<file path="src/rtl/femto_pkg.sv">
// Shared femtoRV32 definitions: datapath width, the NOP encoding used on
// reset and flush, the PC increment and the fetch FSM state encoding.
package femto_pkg;

  localparam int XLEN = 32;

  localparam logic [XLEN-1:0] NOP_INSTR = 32'h0000_0013;
  localparam logic [XLEN-1:0] PC_STEP   = 32'd4;

  typedef enum logic [1:0] {
    ISSUE = 2'd0,
    WAIT  = 2'd1,
    DROP  = 2'd2
  } fetch_state_t;

endpackage

</file>
<file path="src/rtl/fetch_stage_if.sv">
// Signal bundle around the fetch stage: PC register, instruction memory,
// execute redirect and the IF/ID output towards decode.
interface fetch_stage_if;
  import femto_pkg::*;

  logic [XLEN-1:0] pc_cur;
  logic            pc_load;
  logic [XLEN-1:0] pc_next;

  // Valid/ready handshakes: a transfer happens on a cycle where valid and
  // ready are both high; valid never waits on ready. imem responses carry
  // no ready because the fetch stage always has room for them.
  logic            imem_req_valid;
  logic            imem_req_ready;
  logic [XLEN-1:0] imem_addr;
  logic            imem_rsp_valid;
  logic [XLEN-1:0] imem_rsp_data;

  logic            redirect_valid;
  logic [XLEN-1:0] redirect_pc;

  logic            if_valid;
  logic            if_ready;
  logic [XLEN-1:0] if_pc;
  logic [XLEN-1:0] if_instr;

  logic [1:0]      state_dbg;

  modport master (
    input  pc_cur,
    output pc_load, pc_next,
    output imem_req_valid, imem_addr,
    input  imem_req_ready, imem_rsp_valid, imem_rsp_data,
    input  redirect_valid, redirect_pc,
    output if_valid, if_pc, if_instr,
    input  if_ready,
    output state_dbg
  );

  modport slave (
    output pc_cur,
    input  pc_load, pc_next,
    input  imem_req_valid, imem_addr,
    output imem_req_ready, imem_rsp_valid, imem_rsp_data,
    output redirect_valid, redirect_pc,
    input  if_valid, if_pc, if_instr,
    output if_ready,
    input  state_dbg
  );

endinterface

</file>
<file path="src/rtl/if_id_reg.sv">
// One-entry IF/ID register. Flush beats a write, a write beats a consume,
// so a consume and a new response in the same cycle keeps valid high.
module if_id_reg
  import femto_pkg::*;
(
  input  logic            clk,
  input  logic            rst,
  input  logic            wr,
  input  logic [XLEN-1:0] wr_pc,
  input  logic [XLEN-1:0] wr_instr,
  input  logic            consume,
  input  logic            flush,
  output logic            valid,
  output logic [XLEN-1:0] pc,
  output logic [XLEN-1:0] instr
);

  always_ff @(posedge clk or posedge rst) begin
    if (rst) begin
      valid <= 1'b0;
      pc    <= '0;
      instr <= NOP_INSTR;
    end else if (flush) begin
      valid <= 1'b0;
      instr <= NOP_INSTR;
    end else if (wr) begin
      valid <= 1'b1;
      pc    <= wr_pc;
      instr <= wr_instr;
    end else if (consume) begin
      valid <= 1'b0;
    end
  end

endmodule

</file>
<file path="src/rtl/fetch_stage.sv">
// femtoRV32 instruction fetch: one outstanding imem request, PC advance on
// acceptance, redirect flush with drop of the in-flight response.
module fetch_stage
  import femto_pkg::*;
(
  input logic           clk,
  input logic           rst,
  fetch_stage_if.master bus
);

  localparam logic [1:0] S_ISSUE = ISSUE;
  localparam logic [1:0] S_WAIT  = WAIT;
  localparam logic [1:0] S_DROP  = DROP;

  logic [1:0]      state;
  logic [1:0]      state_nxt;
  logic [XLEN-1:0] req_pc;
  logic            redirect;
  logic            slot_free;
  logic            req_fire;
  logic            rsp_wr;
  logic            out_valid;
  logic [XLEN-1:0] out_pc;
  logic [XLEN-1:0] out_instr;

  assign redirect  = bus.redirect_valid && !rst;
  assign slot_free = !out_valid || bus.if_ready;
  assign req_fire  = bus.imem_req_valid && bus.imem_req_ready;
  assign rsp_wr    = (state == S_WAIT) && bus.imem_rsp_valid && !redirect;

  // Issuing only into a free slot is what lets responses never stall.
  assign bus.imem_req_valid = !rst && (state == S_ISSUE) && slot_free && !bus.redirect_valid;
  assign bus.imem_addr      = rst ? '0 : bus.pc_cur;

  always_comb begin
    bus.pc_load = redirect || req_fire;
    bus.pc_next = '0;
    if (redirect) begin
      bus.pc_next = {bus.redirect_pc[XLEN-1:2], 2'b00};
    end else if (!rst) begin
      bus.pc_next = bus.pc_cur + PC_STEP;
    end
  end

  always_comb begin
    state_nxt = state;
    case (state)
      S_ISSUE: begin
        if (req_fire) state_nxt = S_WAIT;
      end
      S_WAIT: begin
        if (bus.imem_rsp_valid) state_nxt = S_ISSUE;
        else if (redirect)      state_nxt = S_DROP;
      end
      S_DROP: begin
        if (bus.imem_rsp_valid) state_nxt = S_ISSUE;
      end
      default: state_nxt = S_ISSUE;
    endcase
  end

  always_ff @(posedge clk or posedge rst) begin
    if (rst) begin
      state  <= S_ISSUE;
      req_pc <= '0;
    end else begin
      state <= state_nxt;
      if (req_fire) req_pc <= bus.pc_cur;
    end
  end

  if_id_reg u_if_id (
    .clk      (clk),
    .rst      (rst),
    .wr       (rsp_wr),
    .wr_pc    (req_pc),
    .wr_instr (bus.imem_rsp_data),
    .consume  (bus.if_ready),
    .flush    (redirect),
    .valid    (out_valid),
    .pc       (out_pc),
    .instr    (out_instr)
  );

  assign bus.if_valid  = out_valid;
  assign bus.if_pc     = out_pc;
  assign bus.if_instr  = out_instr;
  assign bus.state_dbg = state;

endmodule

</file>
<file path="src/flat_wrapper.sv">
// flat-port wrapper written by rule: the top's interface ports become plain ports
module fetch_stage_flat import femto_pkg::*;
  (clk, rst, bus_pc_cur, bus_pc_load, bus_pc_next, bus_imem_req_valid, bus_imem_addr, bus_imem_req_ready, bus_imem_rsp_valid, bus_imem_rsp_data, bus_redirect_valid, bus_redirect_pc, bus_if_valid, bus_if_pc, bus_if_instr, bus_if_ready, bus_state_dbg);
  fetch_stage_if bus_i ();
  input logic clk;
  input logic rst;
  input wire logic [$bits(bus_i.pc_cur)-1:0] bus_pc_cur;
  output wire logic [$bits(bus_i.pc_load)-1:0] bus_pc_load;
  output wire logic [$bits(bus_i.pc_next)-1:0] bus_pc_next;
  output wire logic [$bits(bus_i.imem_req_valid)-1:0] bus_imem_req_valid;
  output wire logic [$bits(bus_i.imem_addr)-1:0] bus_imem_addr;
  input wire logic [$bits(bus_i.imem_req_ready)-1:0] bus_imem_req_ready;
  input wire logic [$bits(bus_i.imem_rsp_valid)-1:0] bus_imem_rsp_valid;
  input wire logic [$bits(bus_i.imem_rsp_data)-1:0] bus_imem_rsp_data;
  input wire logic [$bits(bus_i.redirect_valid)-1:0] bus_redirect_valid;
  input wire logic [$bits(bus_i.redirect_pc)-1:0] bus_redirect_pc;
  output wire logic [$bits(bus_i.if_valid)-1:0] bus_if_valid;
  output wire logic [$bits(bus_i.if_pc)-1:0] bus_if_pc;
  output wire logic [$bits(bus_i.if_instr)-1:0] bus_if_instr;
  input wire logic [$bits(bus_i.if_ready)-1:0] bus_if_ready;
  output wire logic [$bits(bus_i.state_dbg)-1:0] bus_state_dbg;
  assign bus_i.pc_cur = bus_pc_cur;
  assign bus_pc_load = bus_i.pc_load;
  assign bus_pc_next = bus_i.pc_next;
  assign bus_imem_req_valid = bus_i.imem_req_valid;
  assign bus_imem_addr = bus_i.imem_addr;
  assign bus_i.imem_req_ready = bus_imem_req_ready;
  assign bus_i.imem_rsp_valid = bus_imem_rsp_valid;
  assign bus_i.imem_rsp_data = bus_imem_rsp_data;
  assign bus_i.redirect_valid = bus_redirect_valid;
  assign bus_i.redirect_pc = bus_redirect_pc;
  assign bus_if_valid = bus_i.if_valid;
  assign bus_if_pc = bus_i.if_pc;
  assign bus_if_instr = bus_i.if_instr;
  assign bus_i.if_ready = bus_if_ready;
  assign bus_state_dbg = bus_i.state_dbg;
  fetch_stage u_core (.clk(clk), .rst(rst), .bus(bus_i));
endmodule
</file>
<file path="config.mk">
export PLATFORM = sky130hd
export DESIGN_NAME = fetch_stage_flat
export DESIGN_NICKNAME = d
export VERILOG_FILES = /design/src/rtl/femto_pkg.sv /design/src/rtl/fetch_stage_if.sv /design/src/rtl/if_id_reg.sv /design/src/rtl/fetch_stage.sv /design/src/flat_wrapper.sv
export SDC_FILE = /design/constraint.sdc
export NUM_CORES = 1
export LEC_CHECK = 0
export ABC_CLOCK_PERIOD_IN_PS = 5000
export BUFFER_PORTS_ARGS = -buffer_cell sky130_fd_sc_hd__buf_2
export CORE_MARGIN = 2
export CORE_UTILIZATION = 47
export DETAILED_ROUTE_END_ITERATION = 16
export PLACE_DENSITY_LB_ADDON = 0.15
export SYNTH_ARGS = -nofsm -noshare
export SYNTH_HDL_FRONTEND = slang
export SYNTH_SLANG_ARGS = --single-unit
</file>
<file path="constraint.sdc">
create_clock -name clk -period 5 [get_ports clk]
set_input_delay 0.5 -clock clk [delete_from_list [all_inputs] [get_ports clk]]
set_output_delay 0.5 -clock clk [all_outputs]
set_load 0.1 [all_outputs]
</file>
==> results of run 1 <==
final cells by class:
| type | instances | area (µm²) |
|---|---|---|
| Inverter | 13 | 52.6 |
| Tap cell | 136 | 170 |
| Fill cell | 913 | 3920 |
| Multi-Input combinational cell | 303 | 2390 |
| Sequential cell | 99 | 2480 |
| Clock buffer | 12 | 135 |
| Timing Repair Buffer | 236 | 1190 |
| Clock inverter | 4 | 75.1 |
sequential cells by signal (all words and copies together), names as in the netlist:
register	flops
u_core.u_if_id.valid	1
u_core.bus.state_dbg	2
u_core.u_if_id.instr	32
u_core.req_pc	32
u_core.u_if_id.pc	32
cells in the final DEF, fill, tap and decap left out, types with 4 or more instances in the layout:
cell type,instances
nor2_1,28
buf_4,4
clkbuf_8,9
a311oi_1,5
and3_1,7
mux2_2,64
nand2_1,22
a21oi_1,6
o21ai_0,6
nand3_1,7
a2111oi_2,7
inv_1,12
a22o_1,29
dfrtp_1,96
a211oi_1,11
buf_2,232
or3_1,6
and4_1,13
xor2_1,9
nor2b_1,33
nor3_1,8
nand4_1,8
metrics by stage:
stage	power, mW	worst slack, ns	instance area [µm²]
floorplan	2.78	0.686	5100
global placement	3.10	1.70	6280
detailed placement	3.13	1.64	6280
CTS	3.68	1.61	6490
global route	3.79	1.45	6490
finish	3.65	1.63	6490
layer usage:
layer / part of all wire / wire, µm
met1: 0.42 / 5690
met2: 0.50 / 6770
met3: 0.066 / 899
met4: 0.021 / 290
met5: 0 / 0
power by group:
group / total (mW) / switching [mW] / internal, mW
Combinational: 1.98 / 1.63 / 0.344
Sequential: 1.13 / 0.107 / 1.02
Clock: 0.545 / 0.263 / 0.283
logic make-up after synthesis:
| family | synth area share |
|---|---|
| AO/OA/AOI/OAI | 0.130 |
| XOR/XNOR | 0.0190 |
| buffers and inverters | 0.0464 |
| AND/OR/NAND/NOR | 0.168 |
| adder cells (fa/ha/maj) | 0.00247 |
| flip-flops | 0.490 |
| multiplexers | 0.144 |
how the worst max path moves through the flow:
stage	to	start	slack (ns)	depth (start not counted)
finish	bus_pc_load	rst	1.63	6
global route	bus_pc_load	rst	1.45	6
CTS	bus_pc_load	rst	1.61	6
detailed placement	bus_pc_load	rst	1.64	6
global placement	bus_pc_load	rst	1.70	6
floorplan	bus_pc_next[18]	bus_pc_cur[2]	0.69	6
==> impl_metrics.toml, run 1 <==
[outcome]
status = "finished clean"

[yosys]
avgSynthCellArea_um2 = 11.2
yosys-top-cells-count = "dfrtp_1, mux2_2, nor2b_1"
synth-seq-cells = 99
synth_top_area_frac = 0.474
async_flop_share = 1.00
yosysMostFrequentCell = "dfrtp_1"
syn_area_mm2 = 0.00507
ys.flop_type = "dfrtp_1"
synth_nets = 556
ys_seq_area_frac = 0.490
yosysTopAreaCell = "dfrtp_1"
synthCells = 453
synth-edff-count = 0
yosysUniqueCellTypes = 47
yosysWarnings = 0
synth_area_leaders = "dfrtp_1, mux2_2, a22o_1, nor2b_1, and4_1"

[grt]
grt_util_met2 = 0.400
grt_pass1_wl_mm = 21.7
antenna_found_initial = 0
top_usage_layer = "met2"
use_met3 = 0.0563
grt_pass1_vias = 4349
grt_usage = 0.237
grt_max_degree = 64
grt-ovfl-total = 0
met1_usage = 0.296

[critical_path]
r2r-start = "u_core.bus.state_dbg[0]$_DFFE_PP0P_"
cp.required_ns = 4.50
r2r-end = "u_core.u_if_id.pc[28]$_DFFE_PP0P_"
end_kind = "output port"
slowest_delay_ns = 0.54
critPathArrivalTime_ns = 2.87
rr_worst_depth = 3
critPathTopFamily = "simple AND/OR/NAND/NOR gates"
crit_fanout = 44
r2r_slack_ns = 2.53
critPathKind = "input pin to output port"
crit_path_top_delay_cell = "nand2_2"
path_buf_inv = 2
path_cells = "buf_2 > nor2_1 > nor4b_4 > nand2_2 > nand2_1 > buf_2"
cpMostUsedCell = "buf_2"
cp-start-kind = "input pin"

[clock_tree]
clockBufferDepth = 2
cts_hold_buf = 0
cts-root-buf = "clkbuf_8"
post_cts_buffers = 0
numCtsBuffers = 9
clock-sinks = 99
cts_tree = "yes"
clk_pin_slew_ns = 0.10
cts-resized-gates = 0
htree_levels = 3
clk_latency_ns = 0.36

[placed_design]
globalplace.congestion = 0.830
portBuffers = 232
dp_hpwl_mm = 9.89
dp_cells = 787

[drt]
drt_iter0_markers = 209
vias_per_cell = 5.44
via_count = 4365
antenna_left = 0
dr.pass1.iters = 4
drc = 0
drt-total-wl_mm = 13.7
wl_per_cell_um = 17.0

[die]
chipHeight_um = 108
core_area_mm2 = 0.0104
start_util = 0.486
pin_count = 235
die_w_um = 108
num_rows = 37
die_area_mm2 = 0.0116

[min_path]
hold_path_depth = 2
min_from = "bus_imem_rsp_data[14]"
min_to = "u_core.u_if_id.instr[14]$_DFFE_PP0P_"
hold_path_class = "input pin to flip-flop"

[sta]
clock_skew_ns = 0.00939
tns_ns = 0
relSlewSlack = 0.151
final.min_clock_period_ns = 3.37
whs_ns = 0.355
setup_viol = 0
period_share = 0.674
worstMarginPinSlew_ns = 1.27
rsz0062_at_grt = "no"
drv_slew = 0
max_freq_ghz = 0.297
hold_violations = 0

[cells_and_area]
antennaDiodeCount = 0
nets = 765
drive_gt1_frac = 0.498
stdcell_count = 803
utilization = 0.623
syn_to_final_growth_pct = 28.1

[pwr]
p_leak_nw = 3.28
p_per_area_mw_per_mm2 = 562
peakVddDrop_mv = 0.459

[run]
max_cap_violations = 0
No activity file was read; power rests on OpenSTA's default activity.
==> run 2: changes to the inputs <==
- ABC_CLOCK_PERIOD_IN_PS: 5000 -> 3000
- CORE_UTILIZATION: 47 -> 43
- clock period: 5 -> 3 ns (I/O delays scaled with it)
==> impl_metrics.toml, run 2 (same netlist as run 1, synthesis figures left out) <==
[outcome]
status = "finished clean"

[grt]
grt_usage = 0.223
grt_pass1_vias = 4509
grt_pass1_wl_mm = 22.6
antenna_found_initial = 0
grt_max_degree = 59
grt-ovfl-total = 0

[pwr]
switching_share = 0.530
total_power_mw = 6.48
comb_power_share = 0.525
intPower_mw = 3.05
p_leak_nw = 3.50
net-switching-power_mw = 3.43
peakVddDrop_mv = 0.962
p_per_area_mw_per_mm2 = 908
seq_power_share = 0.289
clockPowerShare = 0.186

[drt]
antenna_left = 0
dr.pass1.iters = 6
wl_per_cell_um = 17.0
drt-total-wl_mm = 13.9
drc = 0
drt_iter0_markers = 168
vias_per_cell = 5.42
via_count = 4430

[placed_design]
globalplace.congestion = 0.820
portBuffers = 232
dp_hpwl_mm = 10.2
post-place-ws_ns = 0.480
dp_cells = 801
placed_area_mm2 = 0.00682

[cells_and_area]
stdcell_count = 817
drive_gt1_frac = 0.528
fill_cells = 959
reg_top3 = "u_core.req_pc x32, u_core.u_if_id.instr x32, u_core.u_if_id.pc x32"
syn_to_final_growth_pct = 40.9
design_area_mm2 = 0.00714
final_common_cell = "buf_2"
antennaDiodeCount = 0
final_cell_mix = "buf_2, dfrtp_1, mux2_2"
nets = 772

[critical_path]
crit_path_top_delay_cell = "and4_1"
cp-start-kind = "input pin"
r2r_slack_ns = 0.96
critPathArrivalTime_ns = 2.21
cpMostUsedCell = "and4_1"
cp.required_ns = 2.70
path_cells = "buf_2 > and4_1 > and4_1 > a311oi_1 > a2111oi_4 > buf_12"
critPathKind = "input pin to output port"
slowest_delay_ns = 0.51
end_kind = "output port"
crit_fanout = 11

[clock_tree]
cts_tree = "yes"
clockBufferDepth = 2
post_cts_buffers = 0
cts-root-buf = "clkbuf_16"
clk_pin_slew_ns = 0.07
numCtsBuffers = 9
cts-resized-gates = 0
cts_hold_buf = 0
clock-sinks = 99
htree_levels = 3
clk_latency_ns = 0.34

[die]
start_util = 0.442
die_area_mm2 = 0.0127
pin_count = 235
die_w_um = 113
chipHeight_um = 113
num_rows = 39
core_area_mm2 = 0.0115

[sta]
final.min_clock_period_ns = 2.51
worstMarginPinSlew_ns = 1.24
max_freq_ghz = 0.398
hold_violations = 0
period_share = 0.837
tns_ns = 0
relSlewSlack = 0.176
setup_viol = 0
setup_ws_ns = 0.489
drv_slew = 0
clock_skew_ns = 0.00526
rsz0062_at_grt = "no"

[min_path]
hold_path_class = "input pin to flip-flop"

[run]
max_cap_violations = 0
[run 2: cell count changes in the layout (fill, tap and decap cells not counted), sizes merged]
cell and change:
buf +7, inv +4, clkbuf -2, clkinvlp -2
bufinv -1, clkinv +1
[run 2: metrics by stage]
step | hold slack [ns] | utilization
final | 0.183 | 0.623
after global routing | 0.173 | 0.623
after CTS | 0.168 | 0.623
after detailed placement | 0.476 | 0.595
after global placement | 0.477 | 0.595
after floorplan | 0.363 | -
[run 2: area by class of cell]
cell class	count	area [µm²]	share of cell area
clock inverter	6	78.8	0.0110
tap	143	179	0.0251
clock buffer	10	239	0.0335
timing repair buffer	243	1560	0.218
inverter	13	52.6	0.00736
multi-input combinational	303	2550	0.357
sequential	99	2480	0.348
[run 2: path summary, 6_finish.rpt]
check / end / depth (start not counted) / startpoint
hold / removal: u_core.u_if_id.instr[28]$_DFFE_PP0P_ / 2 / bus_imem_rsp_data[28]
max in group asynchronous: u_core.u_if_id.valid$_DFFE_PP0P_ / 3 / rst
min in group asynchronous: u_core.u_if_id.pc[6]$_DFFE_PP0P_ / 3 / rst
setup / recovery: bus_pc_next[25] / 6 / bus_pc_cur[8]
hold reg to reg: u_core.u_if_id.instr[10]$_DFFE_PP0P_ / 1 / u_core.u_if_id.instr[10]$_DFFE_PP0P_
setup reg to reg: u_core.u_if_id.pc[12]$_DFFE_PP0P_ / 4 / u_core.bus.state_dbg[1]$_DFFE_PP0P_
[run 2: worst max-delay path: cells and delay by family]
kind,cells,cell delay (ns)
compound gates,2,0.62
buf+inv,2,0.37
simple gates,2,0.91
[run 2: power by group through the flow]
stage / registers, mW / logic, mW / clock network, mW
floorplan: 3.74 / 0.944 / 0
global placement: 1.88 / 3.40 / 0
detailed placement: 1.90 / 3.42 / 0
CTS: 1.87 / 3.43 / 1.25
global route: 1.92 / 3.51 / 1.31
finish: 1.87 / 3.40 / 1.21
[run 2: metal layers]
metal	routed length (µm)	share of wire	global-route usage
met4	188	0.014	0.0724
met5	0	0	0
met1	5930	0.43	0.286
met3	894	0.064	0.0497
met2	6870	0.49	0.375
==> run 3: changes to the inputs <==
- ABC_CLOCK_PERIOD_IN_PS: 3000 -> 2600
- CORE_UTILIZATION: 43 -> 47
- clock period: 3 -> 2.6 ns (I/O delays scaled with it)
==> impl_metrics.toml, run 3 (same netlist as run 1, synthesis figures left out) <==
[outcome]
status = "finished clean"

[sta]
tns_ns = 0
period_share = 0.924
final.min_clock_period_ns = 2.40
rsz0062_at_grt = "no"
worstMarginPinSlew_ns = 0.667
drv_slew = 0
relSlewSlack = 0.554
hold_violations = 0
setup_viol = 0
clock_skew_ns = 0.00928
max_freq_ghz = 0.416

[placed_design]
portBuffers = 232
globalplace.congestion = 0.828
dp_cells = 798
placed_area_mm2 = 0.00703
dp_hpwl_mm = 10.4

[critical_path]
critPathArrivalTime_ns = 2.14
cp-start-kind = "input pin"
r2r-end = "u_core.u_if_id.pc[29]$_DFFE_PP0P_"
critPathKind = "input pin to output port"
rr_worst_depth = 4
cp.required_ns = 2.34
end_kind = "output port"
r2r-start = "u_core.bus.state_dbg[1]$_DFFE_PP0P_"
r2r_slack_ns = 0.68
crit_fanout = 11

[pwr]
clockPowerShare = 0.140
switching_share = 0.551
net-switching-power_mw = 3.94
p_per_area_mw_per_mm2 = 988
intPower_mw = 3.21
peakVddDrop_mv = 0.699
seq_power_share = 0.302
comb_power_share = 0.559
p_leak_nw = 3.50

[die]
die_w_um = 108
die_area_mm2 = 0.0116
num_rows = 37
chipHeight_um = 108
core_area_mm2 = 0.0104
pin_count = 235
start_util = 0.486

[grt]
grt_usage = 0.247
grt-ovfl-total = 0
grt_max_degree = 103
antenna_found_initial = 0
grt_pass1_vias = 4440
grt_pass1_wl_mm = 22.4

[cells_and_area]
stdcell_count = 814
final_cell_mix = "buf_2, dfrtp_1, mux2_2"
final_common_cell = "buf_2"
nets = 776
reg_top3 = "u_core.req_pc x32, u_core.u_if_id.instr x32, u_core.u_if_id.pc x32"
syn_to_final_growth_pct = 42.7
antennaDiodeCount = 0
drive_gt1_frac = 0.544
design_area_mm2 = 0.00723

[min_path]
hold_path_class = "input pin to flip-flop"
hold_path_depth = 2
min_to = "u_core.u_if_id.instr[19]$_DFFE_PP0P_"
min_from = "bus_imem_rsp_data[19]"

[clock_tree]
post_cts_buffers = 0
clockBufferDepth = 2
htree_levels = 3
numCtsBuffers = 9
clk_latency_ns = 0.36
clock-sinks = 99
cts-resized-gates = 0
cts_hold_buf = 0
cts_tree = "yes"
cts-root-buf = "clkbuf_8"
clk_pin_slew_ns = 0.10

[drt]
wl_per_cell_um = 17.2
drt_iter0_markers = 198
vias_per_cell = 5.50
drt-total-wl_mm = 14.0
antenna_left = 0
drc = 0
via_count = 4475
dr.pass1.iters = 4

[run]
max_cap_violations = 0
## run 3: cell types whose count changed in the layout (fill, tap and decap cells not counted), moves of 4 or more
cell and delta:
clkbuf_16 -9, buf_2 -8, clkbuf_8 +8, buf_12 +7, buf_4 +5, a211oi_1 -4
a211oi_2 +4
## run 3: worst max path at each step
stage	from	endpoint	slack [ns]	cells after the start
floorplan	bus_pc_cur[10]	bus_pc_next[25]	-0.68	6
global placement	bus_pc_cur[4]	bus_pc_next[25]	0.23	6
detailed placement	bus_pc_cur[4]	bus_pc_next[25]	0.23	6
CTS	bus_pc_cur[4]	bus_pc_next[25]	0.22	6
global route	bus_pc_cur[4]	bus_pc_next[25]	0.06	6
finish	bus_pc_cur[5]	bus_pc_next[25]	0.20	6
## run 3: routing by layer
layer	share of wire	vias to the layer above	track usage
met3	0.064	15	0.0642
met4	0.017	0	0.0687
met5	0	-	0
met1	0.43	2195	0.319
met2	0.49	171	0.409
li1	-	2094	-
## run 3: worst max-delay path, stage by stage
cell and delay (ns):
buf_2 0.14, and4_2 0.33, and4_1 0.49, a311oi_1 0.18, a2111oi_2 0.49, buf_12 0.23
## run 3: cell type report
| cell class | count | area, µm² |
|---|---|---|
| clock buffer | 10 | 128 |
| tap | 136 | 170 |
| fill | 832 | 3180 |
| inverter | 13 | 52.6 |
| sequential | 99 | 2480 |
| timing repair buffer | 247 | 1690 |
| clock inverter | 6 | 71.3 |
| multi-input combinational | 303 | 2630 |
## run 3: stage by stage
stage	hold WS [ns]	util	power, mW	setup WS, ns
2_1_floorplan	0.323	-	5.42	-0.676
3_3_place_gp	0.480	0.675	6.14	0.234
3_5_place_dp	0.477	0.675	6.20	0.227
4_1_cts	0.103	0.694	7.19	0.224
5_1_grt	0.0934	0.694	7.42	0.0643
6_report	0.114	0.694	7.15	0.199
## run 3: power groups by stage
stage / combinational, mW / sequential (mW) / clock (mW)
6_report: 3.99 / 2.16 / 0.998
5_1_grt: 4.12 / 2.21 / 1.09
4_1_cts: 4.02 / 2.16 / 1.02
3_5_place_dp: 4.01 / 2.19 / 0
3_3_place_gp: 3.97 / 2.16 / 0
2_1_floorplan: 1.10 / 4.32 / 0
